$ cat config.mk
export PLATFORM = sky130hd
export DESIGN_NAME = conv_feed_tx
export DESIGN_NICKNAME = d
export VERILOG_FILES = /design/src/rtl/conv_feed_tx.sv
export SDC_FILE = /design/constraint.sdc
export NUM_CORES = 1
export LEC_CHECK = 0
export CORE_MARGIN = 5
export CORE_UTILIZATION = 30
export DETAILED_ROUTE_END_ITERATION = 10
export HOLD_SLACK_MARGIN = 0.15
export MAX_ROUTING_LAYER = met4
export PLACE_DENSITY = 0.57
export REMOVE_ABC_BUFFERS = 1
export SETUP_SLACK_MARGIN = 0.1
export SKIP_LAST_GASP = 1
export SYNTH_ARGS = -nofsm -noshare
export SYNTH_HDL_FRONTEND = slang
export SYNTH_SLANG_ARGS = --single-unit
$ cat constraint.sdc
create_clock -name clk -period 3.14 [get_ports clk]
set_input_delay 0.628 -clock clk [delete_from_list [all_inputs] [get_ports clk]]
set_output_delay 0.628 -clock clk [all_outputs]
set_load 0.02 [all_outputs]
$ cat src/rtl/conv_feed_tx.sv
// Host-side burst transmitter for the convolution device input channel (kernels, preloads, computes).
// Optional stall counter enabled by defining CONV_FEED_TX_PERF_EN.
module conv_feed_tx #(
  parameter int DATA_WIDTH         = 16,
  parameter int ADDR_WIDTH         = 20,
  parameter int FEATURE_MAP_WIDTH  = 1024,
  parameter int FEATURE_MAP_HEIGHT = 1024,
  parameter int NB_GROUPS          = 11,
  parameter int K_BURSTS           = 6,
  parameter int K_LEN              = 12,
  parameter int I_BURSTS           = 3,
  parameter int I_LEN              = 4,
  parameter int C_LEN              = 4,
  parameter int K_BASE             = 0,
  parameter int I_BASE             = 2**19
) (
  input  logic                  clk,
  input  logic                  arst_n_in,
  input  logic                  start,
  output logic                  running,
  output logic                  done,
  output logic                  mem_re,
  output logic [ADDR_WIDTH-1:0] mem_addr,
  input  logic [DATA_WIDTH-1:0] mem_rdata,
  output logic                  con_valid,
  input  logic                  con_ready,
  output logic [DATA_WIDTH-1:0] con_data,
  output logic                  con_last,
  output logic [1:0]            burst_kind,
  output logic [31:0]           stall_cycles
);

  localparam int KB_W = (K_BURSTS > 1) ? $clog2(K_BURSTS) : 1;
  localparam int IB_W = (I_BURSTS > 1) ? $clog2(I_BURSTS) : 1;
  localparam int X_W  = (FEATURE_MAP_WIDTH > 1) ? $clog2(FEATURE_MAP_WIDTH) : 1;
  localparam int Y_W  = (FEATURE_MAP_HEIGHT > 1) ? $clog2(FEATURE_MAP_HEIGHT) : 1;
  localparam int G_W  = (NB_GROUPS > 1) ? $clog2(NB_GROUPS) : 1;
  localparam int MAX_KI  = (K_LEN > I_LEN) ? K_LEN : I_LEN;
  localparam int MAX_LEN = (MAX_KI > C_LEN) ? MAX_KI : C_LEN;
  localparam int W_W  = (MAX_LEN > 1) ? $clog2(MAX_LEN) : 1;

  localparam logic [KB_W-1:0] KB_LAST = KB_W'(K_BURSTS - 1);
  localparam logic [KB_W-1:0] KB_ONE  = KB_W'(1);
  localparam logic [KB_W-1:0] KB_ZERO = KB_W'(0);
  localparam logic [IB_W-1:0] IB_LAST = IB_W'(I_BURSTS - 1);
  localparam logic [IB_W-1:0] IB_ONE  = IB_W'(1);
  localparam logic [IB_W-1:0] IB_ZERO = IB_W'(0);
  localparam logic [X_W-1:0]  X_LAST  = X_W'(FEATURE_MAP_WIDTH - 1);
  localparam logic [X_W-1:0]  X_ONE   = X_W'(1);
  localparam logic [X_W-1:0]  X_ZERO  = X_W'(0);
  localparam logic [Y_W-1:0]  Y_LAST  = Y_W'(FEATURE_MAP_HEIGHT - 1);
  localparam logic [Y_W-1:0]  Y_ONE   = Y_W'(1);
  localparam logic [Y_W-1:0]  Y_ZERO  = Y_W'(0);
  localparam logic [G_W-1:0]  G_LAST  = G_W'(NB_GROUPS - 1);
  localparam logic [G_W-1:0]  G_ONE   = G_W'(1);
  localparam logic [G_W-1:0]  G_ZERO  = G_W'(0);
  localparam logic [W_W-1:0]  W_ZERO  = W_W'(0);
  localparam logic [W_W-1:0]  W_ONE   = W_W'(1);
  localparam logic [W_W-1:0]  K_WLAST = W_W'(K_LEN - 1);
  localparam logic [W_W-1:0]  I_WLAST = W_W'(I_LEN - 1);
  localparam logic [W_W-1:0]  C_WLAST = W_W'(C_LEN - 1);
  localparam logic [ADDR_WIDTH-1:0] A_ONE    = ADDR_WIDTH'(1);
  localparam logic [ADDR_WIDTH-1:0] A_ZERO   = ADDR_WIDTH'(0);
  localparam logic [ADDR_WIDTH-1:0] K_BASE_A = ADDR_WIDTH'(K_BASE);
  localparam logic [ADDR_WIDTH-1:0] I_BASE_A = ADDR_WIDTH'(I_BASE);

  localparam logic [1:0] KIND_NONE = 2'd0;
  localparam logic [1:0] KIND_K    = 2'd1;
  localparam logic [1:0] KIND_P    = 2'd2;
  localparam logic [1:0] KIND_C    = 2'd3;

  typedef enum logic [2:0] {
    ST_IDLE   = 3'd0,
    ST_FETCH  = 3'd1,
    ST_OFFER  = 3'd2,
    ST_STREAM = 3'd3,
    ST_DONE   = 3'd4
  } state_t;

  state_t                  state_r, state_n;
  logic [1:0]              kind_r, kind_n;
  logic [KB_W-1:0]         kb_r, kb_n;
  logic [IB_W-1:0]         ib_r, ib_n;
  logic [X_W-1:0]          x_r, x_n;
  logic [Y_W-1:0]          y_r, y_n;
  logic [G_W-1:0]          g_r, g_n;
  logic [W_W-1:0]          word_r, word_n;
  logic [ADDR_WIDTH-1:0]   k_ptr_r, k_ptr_n;
  logic [ADDR_WIDTH-1:0]   i_ptr_r, i_ptr_n;
  logic                    running_r, running_n;
  logic                    done_r, done_n;
  logic                    mem_re_r, mem_re_n;
  logic [ADDR_WIDTH-1:0]   mem_addr_r, mem_addr_n;
  logic                    con_valid_r, con_valid_n;
  logic                    con_last_r, con_last_n;

  logic [W_W-1:0]          cur_last_s;
  logic [W_W-1:0]          word_inc_s;
  logic [ADDR_WIDTH-1:0]   cur_ptr_s;
  logic                    take_read_s;
  logic                    offer_read_s;
  logic                    burst_end_s;
  logic                    final_s;

  assign word_inc_s = word_r + W_ONE;

  // Burst length and read pointer of the burst in flight.
  always_comb begin
    cur_last_s = W_ZERO;
    cur_ptr_s  = i_ptr_r;
    case (kind_r)
      KIND_K: begin
        cur_last_s = K_WLAST;
        cur_ptr_s  = k_ptr_r;
      end
      KIND_P:  cur_last_s = I_WLAST;
      KIND_C:  cur_last_s = C_WLAST;
      default: cur_last_s = W_ZERO;
    endcase
  end

  // Next-state, schedule walk and next values of the registered outputs.
  always_comb begin
    state_n      = state_r;
    kind_n       = kind_r;
    kb_n         = kb_r;
    ib_n         = ib_r;
    x_n          = x_r;
    y_n          = y_r;
    g_n          = g_r;
    word_n       = word_r;
    k_ptr_n      = k_ptr_r;
    i_ptr_n      = i_ptr_r;
    running_n    = running_r;
    done_n       = 1'b0;
    mem_re_n     = 1'b0;
    mem_addr_n   = A_ZERO;
    con_valid_n  = 1'b0;
    con_last_n   = 1'b0;
    take_read_s  = 1'b0;
    offer_read_s = 1'b0;
    burst_end_s  = 1'b0;
    final_s      = 1'b0;

    case (state_r)
      ST_IDLE: begin
        if (start) begin
          state_n    = ST_FETCH;
          kind_n     = KIND_K;
          kb_n       = KB_ZERO;
          ib_n       = IB_ZERO;
          x_n        = X_ZERO;
          y_n        = Y_ZERO;
          g_n        = G_ZERO;
          word_n     = W_ZERO;
          k_ptr_n    = K_BASE_A;
          i_ptr_n    = I_BASE_A;
          running_n  = 1'b1;
          mem_re_n   = 1'b1;
          mem_addr_n = K_BASE_A;
        end else begin
          state_n = ST_IDLE;
        end
      end
      ST_FETCH: begin
        state_n     = ST_OFFER;
        word_n      = W_ZERO;
        take_read_s = 1'b1;
        con_valid_n = 1'b1;
        con_last_n  = (cur_last_s == W_ZERO);
        mem_addr_n  = cur_ptr_s + A_ONE;
      end
      ST_OFFER: begin
        if (con_ready) begin
          if (cur_last_s != W_ZERO) begin
            // word 1 must be read on the handshake cycle itself to stream gap-free
            state_n      = ST_STREAM;
            offer_read_s = 1'b1;
            take_read_s  = 1'b1;
            word_n       = W_ONE;
            con_valid_n  = 1'b1;
            con_last_n   = (cur_last_s == W_ONE);
            mem_re_n     = (cur_last_s != W_ONE);
            mem_addr_n   = cur_ptr_s + A_ONE;
          end else begin
            burst_end_s = 1'b1;
          end
        end else begin
          con_valid_n = 1'b1;
          con_last_n  = con_last_r;
          mem_addr_n  = mem_addr_r;
        end
      end
      ST_STREAM: begin
        if (word_r != cur_last_s) begin
          take_read_s = 1'b1;
          word_n      = word_inc_s;
          con_valid_n = 1'b1;
          con_last_n  = (word_inc_s == cur_last_s);
          mem_re_n    = (word_inc_s != cur_last_s);
          mem_addr_n  = cur_ptr_s + A_ONE;
        end else begin
          burst_end_s = 1'b1;
        end
      end
      ST_DONE: begin
        state_n   = ST_IDLE;
        running_n = 1'b0;
        kind_n    = KIND_NONE;
      end
      default: begin
        state_n   = ST_IDLE;
        running_n = 1'b0;
        kind_n    = KIND_NONE;
      end
    endcase

    if (take_read_s) begin
      if (kind_r == KIND_K) begin
        k_ptr_n = k_ptr_r + A_ONE;
      end else begin
        i_ptr_n = i_ptr_r + A_ONE;
      end
    end else begin
      k_ptr_n = k_ptr_n;
    end

    if (burst_end_s) begin
      case (kind_r)
        KIND_K: begin
          if (kb_r == KB_LAST) begin
            kind_n = KIND_P;
            ib_n   = IB_ZERO;
          end else begin
            kb_n = kb_r + KB_ONE;
          end
        end
        KIND_P: begin
          if (ib_r == IB_LAST) begin
            kind_n = KIND_C;
            x_n    = X_ZERO;
          end else begin
            ib_n = ib_r + IB_ONE;
          end
        end
        KIND_C: begin
          if (x_r == X_LAST) begin
            if (y_r == Y_LAST) begin
              if (g_r == G_LAST) begin
                final_s = 1'b1;
              end else begin
                // new group: kernel pointer carries on, input pointer restarts
                g_n     = g_r + G_ONE;
                y_n     = Y_ZERO;
                kind_n  = KIND_K;
                kb_n    = KB_ZERO;
                i_ptr_n = I_BASE_A;
              end
            end else begin
              y_n    = y_r + Y_ONE;
              kind_n = KIND_P;
              ib_n   = IB_ZERO;
            end
          end else begin
            x_n = x_r + X_ONE;
          end
        end
        default: final_s = 1'b1;
      endcase

      if (final_s) begin
        state_n = ST_DONE;
        done_n  = 1'b1;
        kind_n  = KIND_NONE;
      end else begin
        state_n    = ST_FETCH;
        mem_re_n   = 1'b1;
        mem_addr_n = (kind_n == KIND_K) ? k_ptr_n : i_ptr_n;
      end
    end else begin
      final_s = 1'b0;
    end
  end

  // State, schedule counters and registered outputs.
  always_ff @(posedge clk or negedge arst_n_in) begin
    if (!arst_n_in) begin
      state_r     <= ST_IDLE;
      kind_r      <= KIND_NONE;
      kb_r        <= KB_ZERO;
      ib_r        <= IB_ZERO;
      x_r         <= X_ZERO;
      y_r         <= Y_ZERO;
      g_r         <= G_ZERO;
      word_r      <= W_ZERO;
      k_ptr_r     <= A_ZERO;
      i_ptr_r     <= A_ZERO;
      running_r   <= 1'b0;
      done_r      <= 1'b0;
      mem_re_r    <= 1'b0;
      mem_addr_r  <= A_ZERO;
      con_valid_r <= 1'b0;
      con_last_r  <= 1'b0;
    end else begin
      state_r     <= state_n;
      kind_r      <= kind_n;
      kb_r        <= kb_n;
      ib_r        <= ib_n;
      x_r         <= x_n;
      y_r         <= y_n;
      g_r         <= g_n;
      word_r      <= word_n;
      k_ptr_r     <= k_ptr_n;
      i_ptr_r     <= i_ptr_n;
      running_r   <= running_n;
      done_r      <= done_n;
      mem_re_r    <= mem_re_n;
      mem_addr_r  <= mem_addr_n;
      con_valid_r <= con_valid_n;
      con_last_r  <= con_last_n;
    end
  end

  assign running    = running_r;
  assign done       = done_r;
  assign mem_re     = mem_re_r | offer_read_s;
  assign mem_addr   = mem_addr_r;
  assign con_valid  = con_valid_r;
  assign con_last   = con_last_r;
  assign burst_kind = kind_r;
  assign con_data   = con_valid_r ? mem_rdata : {DATA_WIDTH{1'b0}};

`ifdef CONV_FEED_TX_PERF_EN
  logic [31:0] stall_r;

  // Saturating count of OFFER cycles in which the device held off.
  always_ff @(posedge clk or negedge arst_n_in) begin
    if (!arst_n_in) begin
      stall_r <= 32'd0;
    end else if ((state_r == ST_IDLE) && start) begin
      stall_r <= 32'd0;
    end else if ((state_r == ST_OFFER) && !con_ready && (stall_r != 32'hFFFF_FFFF)) begin
      stall_r <= stall_r + 32'd1;
    end else begin
      stall_r <= stall_r;
    end
  end

  assign stall_cycles = stall_r;
`else
  assign stall_cycles = 32'd0;
`endif

endmodule

==> impl_results.md <==
- Status: completed
- Top FF cell, synth: dfrtp_1
- Longest Clk Path Bufs: 2
- Hold/Removal Path Class: input pin to async pin
- Total CTS buffers: 9
- Largest net degree at the start of global routing: 41
- Comb pwr share: 0.472
- Die height: 164 um
- FF-to-FF Start: burst_kind[0]
- Post-Layout Cell Count: 1192
- IO Pins: 95
- Dpl ws: 64.2 ps
- RSZ-0062 raised after global routing: no
- Leakage: 0.00358 uW
- Via/cell ratio: 5.26
- R2r setup slk: 290 ps
- Peak VDD IR: 408 uV
- First-pass DRT Iterations: 5
- Internal power: 3080 uW
- DR WL/cell: 16.9 um
- Net Sw Power: 2270 uW
- GRT Total Usage: 0.154
- Drt total wl: 20.1 mm
- Synthesized area: 0.00708 mm^2
- Detailed Place HPWL: 14.3 mm
- Synthesis Warnings: 0
- Sum Neg Setup Slack: 0 ps
- Highest-count cells in the layout ignoring fill and taps: dfrtp_1 (102), nand2_1 (81), clkdlybuf4s50_1 (60)
- Net Sw Frac: 0.424
- Slew HR: 0.403
- Worst-Skew Late Latency: 360 ps
- Final Cell Area: 0.00849 mm^2
- Seq/Total Area, Yosys: 0.364
- WS Path Type: register to register
- Worst slew pin tran: 895 ps
- First-pass GRT wire length: 32.2 mm
- Synth cell types: 80
- Slew Limit Fails: 0
- Htree depth: 3
- Skew final: 7.01 ps
- Initial core utilization: 0.304
- Crit path from: burst_kind[0]
- Crit path DAT: 3070 ps
- Power Total: 5350 uW
- RePlAce Congestion: 0.821
- Initial antenna violation count: 0
- Crit share post-route: 0.907
- Peak Freq: 0.351 GHz
- Placed Instance Area: 0.00821 mm^2
- Final Hold Viols: 0
- Area Overhead vs Synth: 19.8%
- CTS sink count: 103
- Share of layout cells above drive strength 1: 0.127
- Critical path fanouts, max: 21
- # diodes: 0
- Die ar.: 0.0268 mm^2
- Flop pwr share: 0.331
- #FFs+latches synth: 103
- Root buffer selected by CTS: clkbuf_16
- Number of global-route vias before repair: 6016
- Nets: 904
- Worst-path clk slew: 70 ps
- Final setup fails: 0
- Initial DRC count: 574
- Max Cap Viol: 0
- ANT nets after route: 0
- Syn avg cell area: 9.00 um^2
- Clock power frac: 0.196
- Post-CTS setup buffers: 0
- EDFF count, synth: 0
- TritonCTS clock tree: yes
- Total gr overflow: 0
- Most common cell after layout, fill and taps aside: dfrtp_1
- Worst Path Required: 3360 ps
- Via count: 6268
- Port-buffer cells: 62
- Residual DRC: 0
- Die width: 164 um
- Mapped Cells: 787
- Pwr dens: 630 mW/mm^2
- Minimum clock period: 2850 ps
- Ys async rst share: 1.00
- CP startpoint kind: register
- Final WS setup: 293 ps
- Area of the core: 0.0233 mm^2
- Capturing element type of the critical path: register
- Placed cell count: 1177
- FP Rows: 56
worst paths after layout:
check,endpoint,cells after the start
min in group clk,running,1
max in group asynchronous,burst_kind[0],2
hold / removal,x_r[0],1
setup / recovery,mem_addr[16],8
setup reg to reg,mem_addr[16],8
hold reg to reg,running,1
worst max-delay path, cell delays in order (launching register included):
cell and delay (ps):
dfrtp_2 450, ha_1 250, buf_12 170, nand3b_1 190, a2111oi_0 650, nand4b_1 260, or3_1 360, a32oi_1 220
o221ai_1 130
logic make-up after synthesis:
logic type | Yosys count | synth area share
xor+xnor | 22 | 0.0272
flops | 103 | 0.364
simple gates | 326 | 0.257
fa+ha+maj | 15 | 0.0265
buf+inv | 106 | 0.0818
other cells | 1 | 0.000530
compound gates | 167 | 0.173
mux | 47 | 0.0701
state kept, by name (all words and copies together), names as in the netlist, 2 cells and up:
register    flops
burst_kind      2
g_r             4
i_ptr_r        20
ib_r            2
k_ptr_r        20
kb_r            3
mem_addr       20
state_r         3
word_r          4
x_r            10
y_r            10
through the flow:
stage / utilization / hold WS [ps]
2_1_floorplan: - / 332
3_3_place_gp: 0.352 / 465
3_5_place_dp: 0.352 / 469
4_1_cts: 0.363 / 199
5_1_grt: 0.364 / 216
6_report: 0.364 / 190
layout make-up:
class	instances	area [um^2]
clock buffer	14	254
clock inverter	1	5.00
fill	2360	14800
inverter	38	143
multi-input combinational	609	4070
sequential	103	2580
tap	319	399
timing repair buffer	108	1040
synthesized netlist by cell type (all sizes together) (20+ instances only):
master  number  share of area
and2        22          0.020
buf         49          0.051
dfrtp      103           0.36
inv         38          0.020
mux2        21          0.033
mux2i       26          0.037
nand2       82          0.045
nand3       32          0.025
nand4       23          0.020
nor2        58          0.031
nor3        20          0.016
o21ai       46          0.033
what timing repair did:
item,4_1_cts,5_1_grt
gates resized for setup,1,4
endpoints found under the setup margin,1,3
hold endpoints to repair,0,0
cloned,0,0
hold buffers,0,0
power groups by stage:
stage	Combinational [uW]	Clock, uW	Sequential, uW
2_1_floorplan	1400	0	1780
3_3_place_gp	2500	0	1780
3_5_place_dp	2510	0	1780
4_1_cts	2520	1080	1760
5_1_grt	2740	1130	1800
6_report	2530	1050	1770
per-layer routing:
layer  up-vias  wire, um  track usage  share of wire
met5         -         0            -              0
met4         0       346       0.0450          0.017
met3        30      1410       0.0290          0.070
met2       217      8800        0.229           0.44
met1      3020      9570        0.214           0.48
li1       3001         -            -              -
Power figures use the tool's default switching activity.
